==> config.mk <==
export PLATFORM = sky130hd
export DESIGN_NAME = selector41_tdm
export DESIGN_NICKNAME = d
export VERILOG_FILES = /design/src/rtl/selector_pkg.sv /design/src/rtl/selector41_slot_cnt.sv /design/src/rtl/selector41_tdm.sv
export SDC_FILE = /design/constraint.sdc
export NUM_CORES = 1
export LEC_CHECK = 0
export BUFFER_PORTS_ARGS = -buffer_cell sky130_fd_sc_hd__buf_2
export CELL_PAD_IN_SITES_DETAIL_PLACEMENT = 1
export CELL_PAD_IN_SITES_GLOBAL_PLACEMENT = 1
export CORE_MARGIN = 5
export CORE_UTILIZATION = 37
export CTS_CLUSTER_SIZE = 28
export DETAILED_ROUTE_END_ITERATION = 7
export PLACE_DENSITY_LB_ADDON = 0.1
export SLEW_MARGIN = 20
export SYNTH_ARGS = -nofsm -noshare
export SYNTH_HDL_FRONTEND = slang
export SYNTH_SLANG_ARGS = --single-unit
==> constraint.sdc <==
create_clock -name iClk -period 1.5 [get_ports iClk]
set_input_delay 0.225 -clock iClk [delete_from_list [all_inputs] [get_ports iClk]]
set_output_delay 0.225 -clock iClk [all_outputs]
set_load 0.005 [all_outputs]
==> src/rtl/selector_pkg.sv <==
// ---------------------------------------------------------------------------
// selector_pkg
// Shared definitions for the selector41_tdm time-division selector:
//   - state_t   : frame FSM states (IDLE, SEND)
//   - SLOT0..3  : slot index constants
//   - SLOT_LAST : final slot of a frame, where the next frame may be loaded
// ---------------------------------------------------------------------------
package selector_pkg;

  typedef enum logic {
    IDLE = 1'b0,
    SEND = 1'b1
  } state_t;

  localparam logic [1:0] SLOT0     = 2'd0;
  localparam logic [1:0] SLOT1     = 2'd1;
  localparam logic [1:0] SLOT2     = 2'd2;
  localparam logic [1:0] SLOT3     = 2'd3;
  localparam logic [1:0] SLOT_LAST = SLOT3;

endpackage : selector_pkg

==> src/rtl/selector41_slot_cnt.sv <==
// ---------------------------------------------------------------------------
// selector41_slot_cnt
// 2-bit slot counter with synchronous clear, enable and natural 3->0 wrap.
// Ports:
//   iClk, iRst_n : clock (rising edge), asynchronous active-low reset
//   clr          : force slot to 0 on the next edge (priority over en)
//   en           : advance slot by one on the next edge
//   slot         : current slot (registered)
//   slot_nxt     : value slot takes on the next edge, so the parent can
//                  register slot-dependent outputs in the same cycle
//   last         : slot == SLOT_LAST
// ---------------------------------------------------------------------------
module selector41_slot_cnt
  import selector_pkg::*;
(
  input  logic       iClk,
  input  logic       iRst_n,
  input  logic       clr,
  input  logic       en,
  output logic [1:0] slot,
  output logic [1:0] slot_nxt,
  output logic       last
);

  logic [1:0] slot_q;
  logic [1:0] slot_d;

  // NOTE: every signal written in always_comb gets a default first, so no
  // path leaves it unassigned and no latch is inferred.
  always_comb begin
    slot_d = slot_q;
    if (clr) begin
      slot_d = SLOT0;
    end else if (en) begin
      slot_d = slot_q + 2'd1;  // 2-bit add wraps 3 -> 0 by itself
    end
  end

  // NOTE: state is updated with non-blocking assignments so every flop
  // samples its inputs from before the edge, independent of block order.
  always_ff @(posedge iClk or negedge iRst_n) begin
    if (!iRst_n) begin
      slot_q <= SLOT0;
    end else begin
      slot_q <= slot_d;
    end
  end

  assign slot     = slot_q;
  assign slot_nxt = slot_d;
  assign last     = (slot_q == SLOT_LAST);

endmodule : selector41_slot_cnt

==> src/rtl/selector41_tdm.sv <==
// ---------------------------------------------------------------------------
// selector41_tdm
// Time-division 4-to-1 selector. Captures iC0..iC3 in one handshake and
// emits them serially, one per slot, with the slot index on {oS1,oS0} and a
// start-of-frame flag. Feeds a 1-to-4 de-selector directly.
//
// Parameters:
//   WIDTH      : data width of each channel and of oZ
// Ports:
//   iClk       : clock, rising edge
//   iRst_n     : asynchronous active-low reset
//   iC0..iC3   : parallel channel data, sampled only on the accepting edge
//   iValid     : upstream frame valid (held until accepted)
//   oReady     : frame can be accepted this cycle (combinational)
//   iReady     : downstream accepts the current slot
//   oZ         : serialized slot data (registered)
//   oS1, oS0   : slot select, {oS1,oS0} = slot index (registered)
//   oValid     : oZ/oS valid (registered)
//   oSof       : high during slot 0 of every frame (registered)
//   oP         : even parity of oZ, 0 when oValid=0 (registered)
//                only present when SELECTOR41_TDM_PARITY_EN is defined
// ---------------------------------------------------------------------------
module selector41_tdm
  import selector_pkg::*;
#(
  parameter int WIDTH = 1
) (
  input  logic             iClk,
  input  logic             iRst_n,
  input  logic [WIDTH-1:0] iC0,
  input  logic [WIDTH-1:0] iC1,
  input  logic [WIDTH-1:0] iC2,
  input  logic [WIDTH-1:0] iC3,
  input  logic             iValid,
  output logic             oReady,
  input  logic             iReady,
  output logic [WIDTH-1:0] oZ,
  output logic             oS1,
  output logic             oS0,
  output logic             oValid,
  output logic             oSof
`ifdef SELECTOR41_TDM_PARITY_EN
  ,
  output logic             oP
`endif
);

  state_t           state_q, state_d;
  logic [WIDTH-1:0] h_q [4];
  logic [WIDTH-1:0] h_d [4];

  logic [WIDTH-1:0] z_q, z_d;
  logic [1:0]       s_q, s_d;
  logic             valid_q, valid_d;
  logic             sof_q, sof_d;

  logic [1:0]       slot;
  logic [1:0]       slot_nxt;
  logic             last;
  logic             accept;
  logic             advance;

  // A new frame may enter from IDLE, or in SEND on the very cycle the last
  // slot is consumed, which gives back-to-back frames with no bubble.
  assign oReady  = (state_q == IDLE) || ((state_q == SEND) && last && iReady);
  assign accept  = iValid && oReady;
  assign advance = (state_q == SEND) && iReady;

  selector41_slot_cnt u_slot_cnt (
    .iClk     (iClk),
    .iRst_n   (iRst_n),
    .clr      (accept),
    .en       (advance),
    .slot     (slot),
    .slot_nxt (slot_nxt),
    .last     (last)
  );

  always_comb begin
    state_d = state_q;
    h_d     = h_q;
    case (state_q)
      IDLE: if (accept) state_d = SEND;
      SEND: if (iReady && last && !iValid) state_d = IDLE;
      default: state_d = IDLE;
    endcase
    if (accept) begin
      h_d[0] = iC0;
      h_d[1] = iC1;
      h_d[2] = iC2;
      h_d[3] = iC3;
    end
  end

  // Outputs are registered from next-state values so they line up with the
  // slot the counter moves to; a stall leaves every input here unchanged.
  always_comb begin
    valid_d = (state_d == SEND);
    z_d     = valid_d ? h_d[slot_nxt] : '0;
    s_d     = valid_d ? slot_nxt : SLOT0;
    sof_d   = valid_d && (slot_nxt == SLOT0);
  end

  // NOTE: the four hold registers are reset like the rest of the state; it
  // is only 4*WIDTH flops, and it keeps oZ deterministic out of reset.
  always_ff @(posedge iClk or negedge iRst_n) begin
    if (!iRst_n) begin
      state_q <= IDLE;
      for (int i = 0; i < 4; i++) h_q[i] <= '0;
      z_q     <= '0;
      s_q     <= SLOT0;
      valid_q <= 1'b0;
      sof_q   <= 1'b0;
    end else begin
      state_q <= state_d;
      h_q     <= h_d;
      z_q     <= z_d;
      s_q     <= s_d;
      valid_q <= valid_d;
      sof_q   <= sof_d;
    end
  end

  assign oZ     = z_q;
  assign oS1    = s_q[1];
  assign oS0    = s_q[0];
  assign oValid = valid_q;
  assign oSof   = sof_q;

`ifdef SELECTOR41_TDM_PARITY_EN
  // z_d is already zero when the slot is not valid, so parity is 0 then too.
  logic p_q;
  always_ff @(posedge iClk or negedge iRst_n) begin
    if (!iRst_n) begin
      p_q <= 1'b0;
    end else begin
      p_q <= ^z_d;
    end
  end
  assign oP = p_q;
`endif

endmodule : selector41_tdm

# ---- Word level (Yosys, flattened, before mapping)
# Cells that the tools add are included.
dict set report classes {
  reduce_logical 10
  eq_ne 1
  n_shift 0
  div 0
  add_sub_neg 1
  n_mul 0
  muxes 11
  n_bitwise 2
  order_cmp 1
}
# cell n
set ops {}
lappend ops {{$logic_and A1 B1 Y1} 7}
lappend ops {{$mux W2} 3}
lappend ops {{$mux W1} 5}
lappend ops {{$mux W4} 1}
lappend ops {{$ge A3 B3 Y1 const B} 1}
lappend ops {{$not A2 Y3} 1}
lappend ops {{$add A2 B1 Y2 const B} 1}
lappend ops {{$bmux W1 S2} 1}
lappend ops {{$eq A2 B2 Y1 const B} 1}
lappend ops {{$logic_not A2 Y1} 1}
lappend ops {{$pmux W1 S2} 1}
lappend ops {{$logic_not A1 Y1} 1}
lappend ops {{$logic_or A1 B1 Y1} 1}
lappend ops {{$not A1 Y1} 1}
dict set report word_totals {
  ff_bits 11
  romBits 0
  n_memories 0
  latch_bits 0
  ramBits 0
}

# ---- Logic depth before layout (Yosys ltp)
# Gate-level depths: netlist of the first run.
dict set report depth {
  word_depth 11
  depth_mapped 5
}

# ---- By module
# From an unflattened synthesis of the first run, not the netlist that was laid out.
dict set report unflattened {
  hier_cells 34
  hier_area_um2 495.5
}
# mod area_per_inst_um2 n_inst seq_area_each_um2 cells_each
set modules_own_cells {}
lappend modules_own_cells {selector41_tdm 406.6 1 225.2 27}
lappend modules_own_cells {selector41_slot_cnt 88.8 1 50.0 7}

# ---- Least setup slack after synthesis of the first run
# Ideal clock, no wire load.
dict set report synth_path {
  path_kind {register -> register}
  start {reg u_slot_cnt.slot_q[1] (netlist: u_slot_cnt.slot[1])}
  end {reg h_q[0] (netlist name)}
  setup_time_ns 0.128
  t_required_ns 1.372
  slack_ns 0.074
  t_arrival_ns 1.299
  period_less_slack_ns 1.426
  path_stages_with_launch 5
  cell_sequence {dfrtp_1 -> ha_1 -> a21bo_2 -> nand2_2 -> mux2_1}
}
# element line_no
set synth_lines {}
lappend synth_lines {{start: declaration} selector41_slot_cnt.sv:25} ;# logic [1:0] slot_q;
lappend synth_lines {{start signal: assignment} selector41_slot_cnt.sv:45} ;# slot_q <= slot_d;
lappend synth_lines {{end signal: assignment} selector41_tdm.sv:116} ;# h_q <= h_d;
lappend synth_lines {{end: declaration} selector41_tdm.sv:49} ;# logic [WIDTH-1:0] h_q [4];

# ---- Worst setup path in the final report of the first run
dict set report layout_path {
  start {reg u_slot_cnt.slot_q[1] (netlist: u_slot_cnt.slot[1])}
  end {out oReady}
}
dict set report layout_via {
  elab_chain_len 4
}
# element line_no
set layout_lines {}
lappend layout_lines {{$eq A2 B2 Y1} selector41_slot_cnt.sv:51} ;# assign last = (slot_q == SLOT_LAST);
lappend layout_lines {{$logic_and A1 B1 Y1 (2 in series)} selector41_tdm.sv:65} ;# assign oReady = (state_q == IDLE) || ((state_q == SEND) && last && iReady);
lappend layout_lines {{$logic_or A1 B1 Y1} selector41_tdm.sv:65}
lappend layout_lines {{end: declaration} selector41_tdm.sv:35} ;# output logic oReady,
# No other way between the ends.

==> metrics.yaml, run 1 <==
die:
  core_area_mm2: 0.00147
  die-area_mm2: 0.00239
  die_y_um: 48.9
  rows: 14
  num_io_pins: 14
  initial_core_util_pct: 38.0
  die_w_um: 48.9
cells_and_area:
  final.fill_count: 177
  antenna_cells: 0
  drive_gt1_share_pct: 36.1
  post-route-util_pct: 50.1
  final_nets: 82
  areaGrowthSynthToFinish_pct: 31.8
worst_setup_path:
  end_kind: "primary output"
  crit_type: "flop to primary output"
  cp_max_fo: 4
  critPathSlowestCell: "dfrtp_1"
  critPathBufInv: 1
  arrival_ns: 1.22
  cp.required_ns: 1.27
  cp_top_family: "flip-flops"
  slowest_delay_ns: 0.42
  critPathLaunchType: "flop"
  path_cells: "ha_4 > a21bo_4 > buf_6"
synthesis:
  synth_most_common_cell: "dfrtp_1"
  synth_edf_count: 0
  ys_warn_count: 0
  synthDistinctLibCells: 23
  ys.flop_type: "dfrtp_1"
  ys_seq_area_share_pct: 49.2
  syn_nets: 60
  avgSynthCellArea_um2: 11.0
  synth-seq-cells: 11
  synth_area_um2: 559
  synth.largest_area_cell: "dfrtp_1"
  synthArstFlopShare_pct: 100
  synthTopCellsByArea: "dfrtp_1, mux2_1, mux2i_1"
  yosysTopAreaCellShare_pct: 49.2
  synthCells: 51
  netlist_top_cells_count: "dfrtp_1, mux2_1, mux2i_1, nand2_1, o21ai_0"
place:
  globalplace.congestion: 0.740
  post-place-ws_ns: 0.0258
  numPortBuffers: 13
clocking:
  path_clk_slew_ns: 0.07
  h-tree-depth: 1
  cts.sinks: 11
  cts_tree: "built"
  cts_made_buffers: 3
  root_buffer: "clkbuf_4"
  clkLatencyLatePin_ns: 0.28
  cts_max_path_buffers: 2
timing:
  setup_viol: 0
  relSlewSlack_pct: 83.5
  worst_slack_ns: 0.0510
  post-route-period-util_pct: 96.6
  maxSlewViolCount: 0
  fmax_ghz: 0.690
  skew_ns: 0.00396
  tightest_slew_ns: 0.247
  rsz0062_at_grt: "yes"
  hold_viol: 0
  period_minus_slack_ns: 1.45
worst_hold_path:
  hold_class: "input port to flop"
global_route:
  grt_pass1_vias: 479
  grt_antenna_before_repair: 0
  grtUsageTotal_pct: 11.9
  grt_overflow: 0
  grt_max_degree: 12
  grt_first_pass_wirelength_um: 2190
drt:
  ant_nets: 0
  first_pass_iters: 2
  route.detailed.drc: 0
  route.vias.total: 454
  vias_per_cell: 5.16
  routedWlPerCell_um: 13.8
  drt_wl_total_um: 1220
  first_iter_violations: 1
power_and_ir_drop:
  p_leak_uw: 0.000353
  peakVddDrop_v: 0.000923
  p_per_area_mw_per_mm2: 1990
run:
  cap_viol_max_count: 0
outcome:
  status: "complete, no violations"
-- sequential cells by signal, indices dropped and copies added, names as in the netlist --
register,cells
u_slot_cnt.slot,2
s_q,2
h_q,4
oZ,1
oValid,1
oSof,1
-- stage by stage --
step / std cells / TNS, ns / hold slack (ns) / area [µm²] / power (µW)
2_1_floorplan: 51 / 0 / -0.0706 / 559 / 945
3_3_place_gp: 82 / 0 / 0.108 / 662 / 1170
3_5_place_dp: 82 / 0 / 0.109 / 662 / 1170
4_1_cts: 87 / 0 / 0.146 / 707 / 1420
5_1_grt: 88 / -0.00589 / 0.141 / 737 / 1600
6_report: 88 / 0 / 0.153 / 737 / 1470
-- cell usage in the layout, fill, tap and decap left out, types with 2 or more instances in the layout --
cell	n
nor2b_1	2
clkbuf_4	3
mux2_1	5
o21ai_0	4
nand2_2	2
nand2_1	4
buf_2	12
nor2_1	2
buf_4	5
dfrtp_1	11
nor3_1	2
mux2i_1	4
and2_1	2
-- timing repair --
action	CTS	global route
setup endpoints to repair	1	2
endpoints found under the hold margin	11	0
pin swaps	0	2
gates resized for setup	2	3
setup buffers	0	1
hold buffers	1	0
-- where the power goes --
group          switching [µW]  internal (µW)  total, µW
logic                     323            410        733
registers                82.7            438        521
clock network             108            103        211
total                     514            952       1470
-- layout make-up --
| cell class | count | area [µm²] | share of cell area, % |
|---|---|---|---|
| Timing Repair Buffer | 19 | 119 | 16.1 |
| Clock buffer | 4 | 26.3 | 3.57 |
| Sequential cell | 11 | 275 | 37.4 |
| Tap cell | 16 | 20.0 | 2.72 |
| Multi-Input combinational cell | 37 | 293 | 39.7 |
| Inverter | 1 | 3.75 | 0.509 |
-- cells by family (layout without fill, tap and decap cells) --
family | Yosys count | count (layout) | share of synthesized area (%)
flip-flops | 11 | 11 | 49.2
AND/OR/NAND/NOR | 15 | 15 | 13.6
AO/OA/AOI/OAI | 11 | 11 | 13.2
adder cells (fa/ha/maj) | 1 | 1 | 2.24
multiplexers | 9 | 9 | 17.2
XOR/XNOR | 1 | 1 | 1.57
buffers and inverters | 3 | 24 | 2.91
-- layer usage --
metal	wire (µm)	global-route usage, %	share of wire (%)	vias to the layer above
li1	-	-	-	222
met1	542	13.9	44	216
met3	64	4.59	5.3	3
met2	578	17.8	47	13
met5	0	0	0	-
met4	32	8.07	2.6	0
-- worst paths after layout --
path	endpoint	start	slack [ns]	cells after the start
max	oReady	u_slot_cnt.slot[1]	0.05	3
min	h_q[1]	iC2	0.15	2
max reg2reg	oZ	u_slot_cnt.slot[1]	0.08	5
min reg2reg	h_q[0]	h_q[0]	0.53	1
max in group asynchronous	h_q[0]	iRst_n	0.95	2
min in group asynchronous	oSof	iRst_n	0.34	2
No activity file was read; power rests on OpenSTA's default activity.
==> inputs of run 2 (changes only) <==
--- a/config.mk
+++ b/config.mk
@@ -13,4 +13,5 @@
 export CTS_CLUSTER_SIZE = 28
 export DETAILED_ROUTE_END_ITERATION = 7
+export MAX_ROUTING_LAYER = met4
 export PLACE_DENSITY_LB_ADDON = 0.1
 export SLEW_MARGIN = 20
==> constraint.sdc (replaced) <==
create_clock -name iClk -period 1.5 [get_ports iClk]
set_input_delay 0.225 -clock iClk [delete_from_list [all_inputs] [get_ports iClk]]
set_output_delay 0.225 -clock iClk [all_outputs]
set_load 0.02 [all_outputs]
==> run 2 against run 1 <==
- worst setup slack improved by 0.0061 ns
- core utilization did not move
- routed wire length barely moved
- cell count did not move
- critical path depth did not move
- non-clock buffer count did not move
- power rose by 4.9%
- sequential share of layout area did not move
- clock skew fell by 0.0016 ns
- first-iteration DRC count rose to 3.0 times the previous value
- die area did not move
- critical path type unchanged
- critical endpoint unchanged
- highest routed layer unchanged
==> metrics.yaml, run 2 (synthesis gave the netlist of run 1 again) <==
outcome:
  status: "complete, no violations"
global_route:
  grtUsageTotal_pct: 12.1  # +0.12 points
  grt_first_pass_wirelength_um: 2170  # -1.3%
  grt_antenna_before_repair: 0  # unchanged
  grt_pass1_vias: 488  # +1.9%
  grt_max_degree: 12  # unchanged
  grt_overflow: 0  # unchanged
worst_setup_path:
  critPathSlowestCell: "dfrtp_1"
  crit_type: "flop to primary output"
  path_cells: "ha_4 > a21bo_4 > buf_6"
  cp.required_ns: 1.27  # about the same
  critPathLaunchType: "flop"
  slowest_delay_ns: 0.42  # about the same
  cp_max_fo: 4  # unchanged
  arrival_ns: 1.22  # about the same
  end_kind: "primary output"
cells_and_area:
  top_register: "h_q"
  post-route-util_pct: 50.1  # unchanged
  regArea_um2: 275  # unchanged
  areaGrowthSynthToFinish_pct: 31.8  # unchanged
  final_nets: 82  # unchanged
  final.fill_count: 178  # +0.56%
  multi_input_area_um2: 293  # unchanged
  mostFrequentLayoutCells: "buf_2, dfrtp_1, mux2_1, buf_4"
  drive_gt1_share_pct: 36.1  # unchanged
  antenna_cells: 0  # unchanged
  largest_reg_flops: 4  # unchanged
  final_cells: 88  # unchanged
  final_common_cell: "buf_2"
timing:
  post-route-period-util_pct: 96.2  # -0.41 points
  rsz0062_at_grt: "no"
  hold_viol: 0  # unchanged
  finalSetupTns_ns: 0  # unchanged
  relSlewSlack_pct: 83.4  # -0.16 points
  skew_ns: 0.00237  # -0.00159 ns
  maxSlewViolCount: 0  # unchanged
  tightest_slew_ns: 0.249  # +0.00236 ns
  period_minus_slack_ns: 1.44  # -0.00615 ns
  setup_viol: 0  # unchanged
  fmax_ghz: 0.693  # +0.43%
drt:
  ant_nets: 0  # unchanged
  route.vias.total: 449  # -1.1%
  routedWlPerCell_um: 13.8  # about the same
  first_iter_violations: 3  # +2
  vias_per_cell: 5.10  # -1.1%
  first_pass_iters: 2  # unchanged
  route.detailed.drc: 0  # unchanged
  drt_wl_total_um: 1220  # about the same
die:
  num_io_pins: 14  # unchanged
  rows: 14  # unchanged
  initial_core_util_pct: 38.0  # unchanged
  core_area_mm2: 0.00147  # unchanged
  die-area_mm2: 0.00239  # unchanged
  die_w_um: 48.9  # unchanged
  die_y_um: 48.9  # unchanged
run:
  cap_viol_max_count: 0  # unchanged
power_and_ir_drop:
  p_leak_uw: 0.000353  # about the same
  peakVddDrop_v: 0.000972  # +5.4%
  p_per_area_mw_per_mm2: 2090  # +4.9%
clocking:
  root_buffer: "clkbuf_4"
  cts.sinks: 11  # unchanged
  cts_made_buffers: 3  # unchanged
  clkLatencyLatePin_ns: 0.27  # about the same
  cts_max_path_buffers: 2  # unchanged
  path_clk_slew_ns: 0.07  # about the same
  cts_tree: "built"
  h-tree-depth: 1  # unchanged
worst_hold_path:
  hold_class: "input port to flop"
place:
  post-place-cells: 82  # unchanged
  globalplace.congestion: 0.749  # +1.2%
  numPortBuffers: 13  # unchanged
run 2: cell counts in the layout (fill, tap and decap cells not counted):
Identical to the previous run, type by type.
run 2: what timing repair did:
item	in CTS	in global routing
buffers inserted	1	0
hold endpoints to repair	11	0
endpoints found under the setup margin	1	2
pin swaps	1	2
hold buffers	1	0
gates cloned	0	0
gates resized for setup	5	1
run 2: worst paths after layout:
kind	start	endpoint	slack, ns	cells after the start
min in group asynchronous	iRst_n	oSof	0.35	2
min reg2reg	h_q[0]	h_q[0]	0.53	1
max	u_slot_cnt.slot[0]	oReady	0.06	3
max in group asynchronous	iRst_n	h_q[0]	0.94	2
min	iC2	h_q[1]	0.16	2
max reg2reg	u_slot_cnt.slot[1]	oZ	0.09	5
run 2: layer usage:
metal | track usage (%) | vias up | wire length (µm)
met1 | 13.9 | 215 | 542
li1 | - | 222 | -
met2 | 18.0 | 10 | 616
met3 | 3.36 | 2 | 53
met4 | 8.07 | 0 | 5
met5 | - | - | 0
run 2: per-stage QoR:
step | power [µW] | area (µm²) | worst slack [ns] | hold WS [ns]
2_1_floorplan | 1020 | 559 | 0.0249 | -0.0706
3_3_place_gp | 1250 | 662 | 0.0233 | 0.108
4_1_cts | 1560 | 731 | 0.0211 | 0.146
6_report | 1540 | 737 | 0.0572 | 0.161
3_5_place_dp | 1250 | 662 | 0.0258 | 0.109
5_1_grt | 1670 | 737 | 0.00560 | 0.146
run 2: final cells by class:
cell class	count	area share (%)
multi-input combinational	37	39.7
timing repair buffer	19	16.1
inverter	1	0.509
tap	16	2.72
clock buffer	4	3.57
sequential	11	37.4
run 2: power by group:
group	leakage (µW)	internal, µW	switching, µW
logic	0.000208	410	400
clock network	0.0000150	103	103
registers	0.000130	438	83.2
run 2: worst max-delay path: cells and delay by family, from the launching register on:
family / cells / cell delay (ns)
DFF: 1 / 0.42
AOI/OAI and AO/OA: 1 / 0.22
adders and majority gates: 1 / 0.18
buffers and inverters: 1 / 0.13
==> inputs of run 3 (changes only) <==
- CORE_ASPECT_RATIO: default -> 0.9
==> run 3 against run 2 <==
- global-route usage rose by 1.2 points
- non-clock buffer count rose by 2
- cell area rose by 3.1%
- cell count rose by 1.1%
- clock-buffer cell count did not move
- register-to-register slack got worse by 0.03 ns
- power rose by 6.6%
- combinational power rose by 14%
==> metrics.yaml, run 3 (synthesis gave the netlist of run 1 again) <==
outcome:
  status: "complete, no violations"
global_route:
  grtUsageTotal_pct: 13.2  # +1.2 points
  grt_first_pass_wirelength_um: 2260  # +4.2%
  grt_max_degree: 12  # unchanged
  grt_pass1_vias: 504  # +3.3%
  grt_antenna_before_repair: 0  # unchanged
  grt_overflow: 0  # unchanged
power_and_ir_drop:
  p_leak_uw: 0.000364  # +3.1%
  p_per_area_mw_per_mm2: 2160  # +3.4%
  power.total_uw: 1640  # +6.6%
  peakVddDrop_v: 0.000967  # -0.53%
place:
  hpwl_um: 977
  globalplace.congestion: 0.779  # +4.0%
  numPortBuffers: 13  # unchanged
die:
  die-area_mm2: 0.00239  # about the same
  num_io_pins: 14  # unchanged
  core_area_mm2: 0.00143  # -2.7%
  rows: 13  # -1
  die_y_um: 46.9  # -4.1%
  die_w_um: 51.0  # +4.3%
  initial_core_util_pct: 39.1  # +1.1 points
timing:
  whs_ns: 0.172  # +0.0105 ns
  rsz0062_at_grt: "no"
  setup_viol: 0  # unchanged
  tightest_slew_ns: 0.260  # +0.0104 ns
  maxSlewViolCount: 0  # unchanged
  fmax_ghz: 0.687  # -0.82%
  period_minus_slack_ns: 1.45  # +0.0120 ns
  post-route-period-util_pct: 97.0  # +0.80 points
  hold_viol: 0  # unchanged
  skew_ns: 0.00626  # +0.00389 ns
  relSlewSlack_pct: 82.7  # -0.69 points
drt:
  first_iter_violations: 2  # -1
  route.vias.total: 461  # +2.7%
  route.detailed.drc: 0  # unchanged
  vias_per_cell: 5.18  # +1.5%
  ant_nets: 0  # unchanged
  first_pass_iters: 4  # +2
  drt_wl_total_um: 1310  # +7.7%
  routedWlPerCell_um: 14.7  # +6.5%
worst_setup_path:
  path_cells: "ha_4 > a21bo_4 > buf_6"
  critPathLaunchType: "flop"
  crit_type: "flop to primary output"
  critPathSlowestCell: "dfrtp_1"
  cp_max_fo: 4  # unchanged
  cp.depth: 3  # unchanged
  end_kind: "primary output"
  critPathBufInv: 1  # unchanged
  cp_top_family: "flip-flops"
  rr_worst_depth: 4  # -1
  cp.required_ns: 1.27  # about the same
  slowest_delay_ns: 0.42  # about the same
  arrival_ns: 1.23  # about the same
cells_and_area:
  mostFrequentLayoutCells: "buf_2, dfrtp_1, buf_4, mux2_1"
  final.fill_count: 171  # -3.9%
  regArea_um2: 275  # unchanged
  areaGrowthSynthToFinish_pct: 35.8
  multi_input_area_um2: 302  # +3.0%
  drive_gt1_share_pct: 37.8  # +1.7 points
  final_nets: 84  # +2.4%
  top_register: "h_q"
  final_common_cell: "buf_2"
  largest_reg_flops: 4  # unchanged
  antenna_cells: 0  # unchanged
clocking:
  path_clk_slew_ns: 0.07  # about the same
  clkLatencyLatePin_ns: 0.26  # about the same
  cts_made_buffers: 3  # unchanged
  cts_max_path_buffers: 2  # unchanged
  cts_tree: "built"
  root_buffer: "clkbuf_4"
  cts.sinks: 11  # unchanged
  h-tree-depth: 1  # unchanged
run:
  cap_viol_max_count: 0  # unchanged
worst_hold_path:
  hold_class: "input port to flop"
  hold_depth: 2  # unchanged
run 3: final timing paths:
check	start	end	slack (ns)
max reg2reg	u_slot_cnt.slot[0]	h_q[1]	0.06
min in group asynchronous	iRst_n	s_q[0]	0.36
min reg2reg	h_q[0]	h_q[0]	0.52
min	iC1	h_q[2]	0.17
max in group asynchronous	iRst_n	h_q[0]	0.92
max	u_slot_cnt.slot[0]	oReady	0.05
run 3: layout make-up:
cell class / instances / area share, %
inverters: 1 / 0.494
repair buffers: 21 / 17.6
well taps: 15 / 2.47
clock buffers: 4 / 3.46
flip-flops and latches: 11 / 36.2
multi-input cells: 37 / 39.7
run 3: worst reg2reg max path, delay by kind of cell, from the launching register on:
kind / cells / cell delay, ns
flip-flops: 1 / 0.42
multiplexers: 1 / 0.34
AO/OA/AOI/OAI: 1 / 0.23
adder cells (fa/ha/maj): 1 / 0.19
AND/OR/NAND/NOR: 1 / 0.14
run 3: metal layers:
layer  GRT usage, %  part of all wire (%)  up-vias
li1               -                     -      228
met1           16.8                    49      216
met2           19.8                    43       17
met3           3.49                   8.1        0
met4           6.12                     0        0
met5              -                     0        -
run 3: stage by stage:
stage | worst slack (ns) | utilization, % | instances | area (µm²) | TNS (ns)
floorplan | 0.0249 | - | 51 | 559 | 0
global placement | 0.0161 | 47.2 | 83 | 676 | 0
detailed placement | -0.0168 | 47.2 | 83 | 676 | -0.0355
CTS | 0.0147 | 50.9 | 89 | 728 | 0
global route | 0.0150 | 53.1 | 89 | 759 | 0
finish | 0.0452 | 53.1 | 89 | 759 | 0
run 3: power by group:
group / internal [µW] / total (µW) / switching [µW] / leakage (µW)
Clock: 103 / 196 / 93.4 / 0.0000150
Sequential: 439 / 522 / 83.0 / 0.000130
Combinational: 484 / 922 / 438 / 0.000219
run 3: repair_timing:
| item | 4_1_cts | 5_1_grt |
|---|---|---|
| setup buffers | 1 | 0 |
| hold buffers | 1 | 0 |
| gates cloned | 0 | 0 |
| endpoints found under the hold margin | 11 | 0 |
| resized for setup | 2 | 5 |
| pin swaps | 1 | 1 |
| setup endpoints to repair | 5 | 2 |
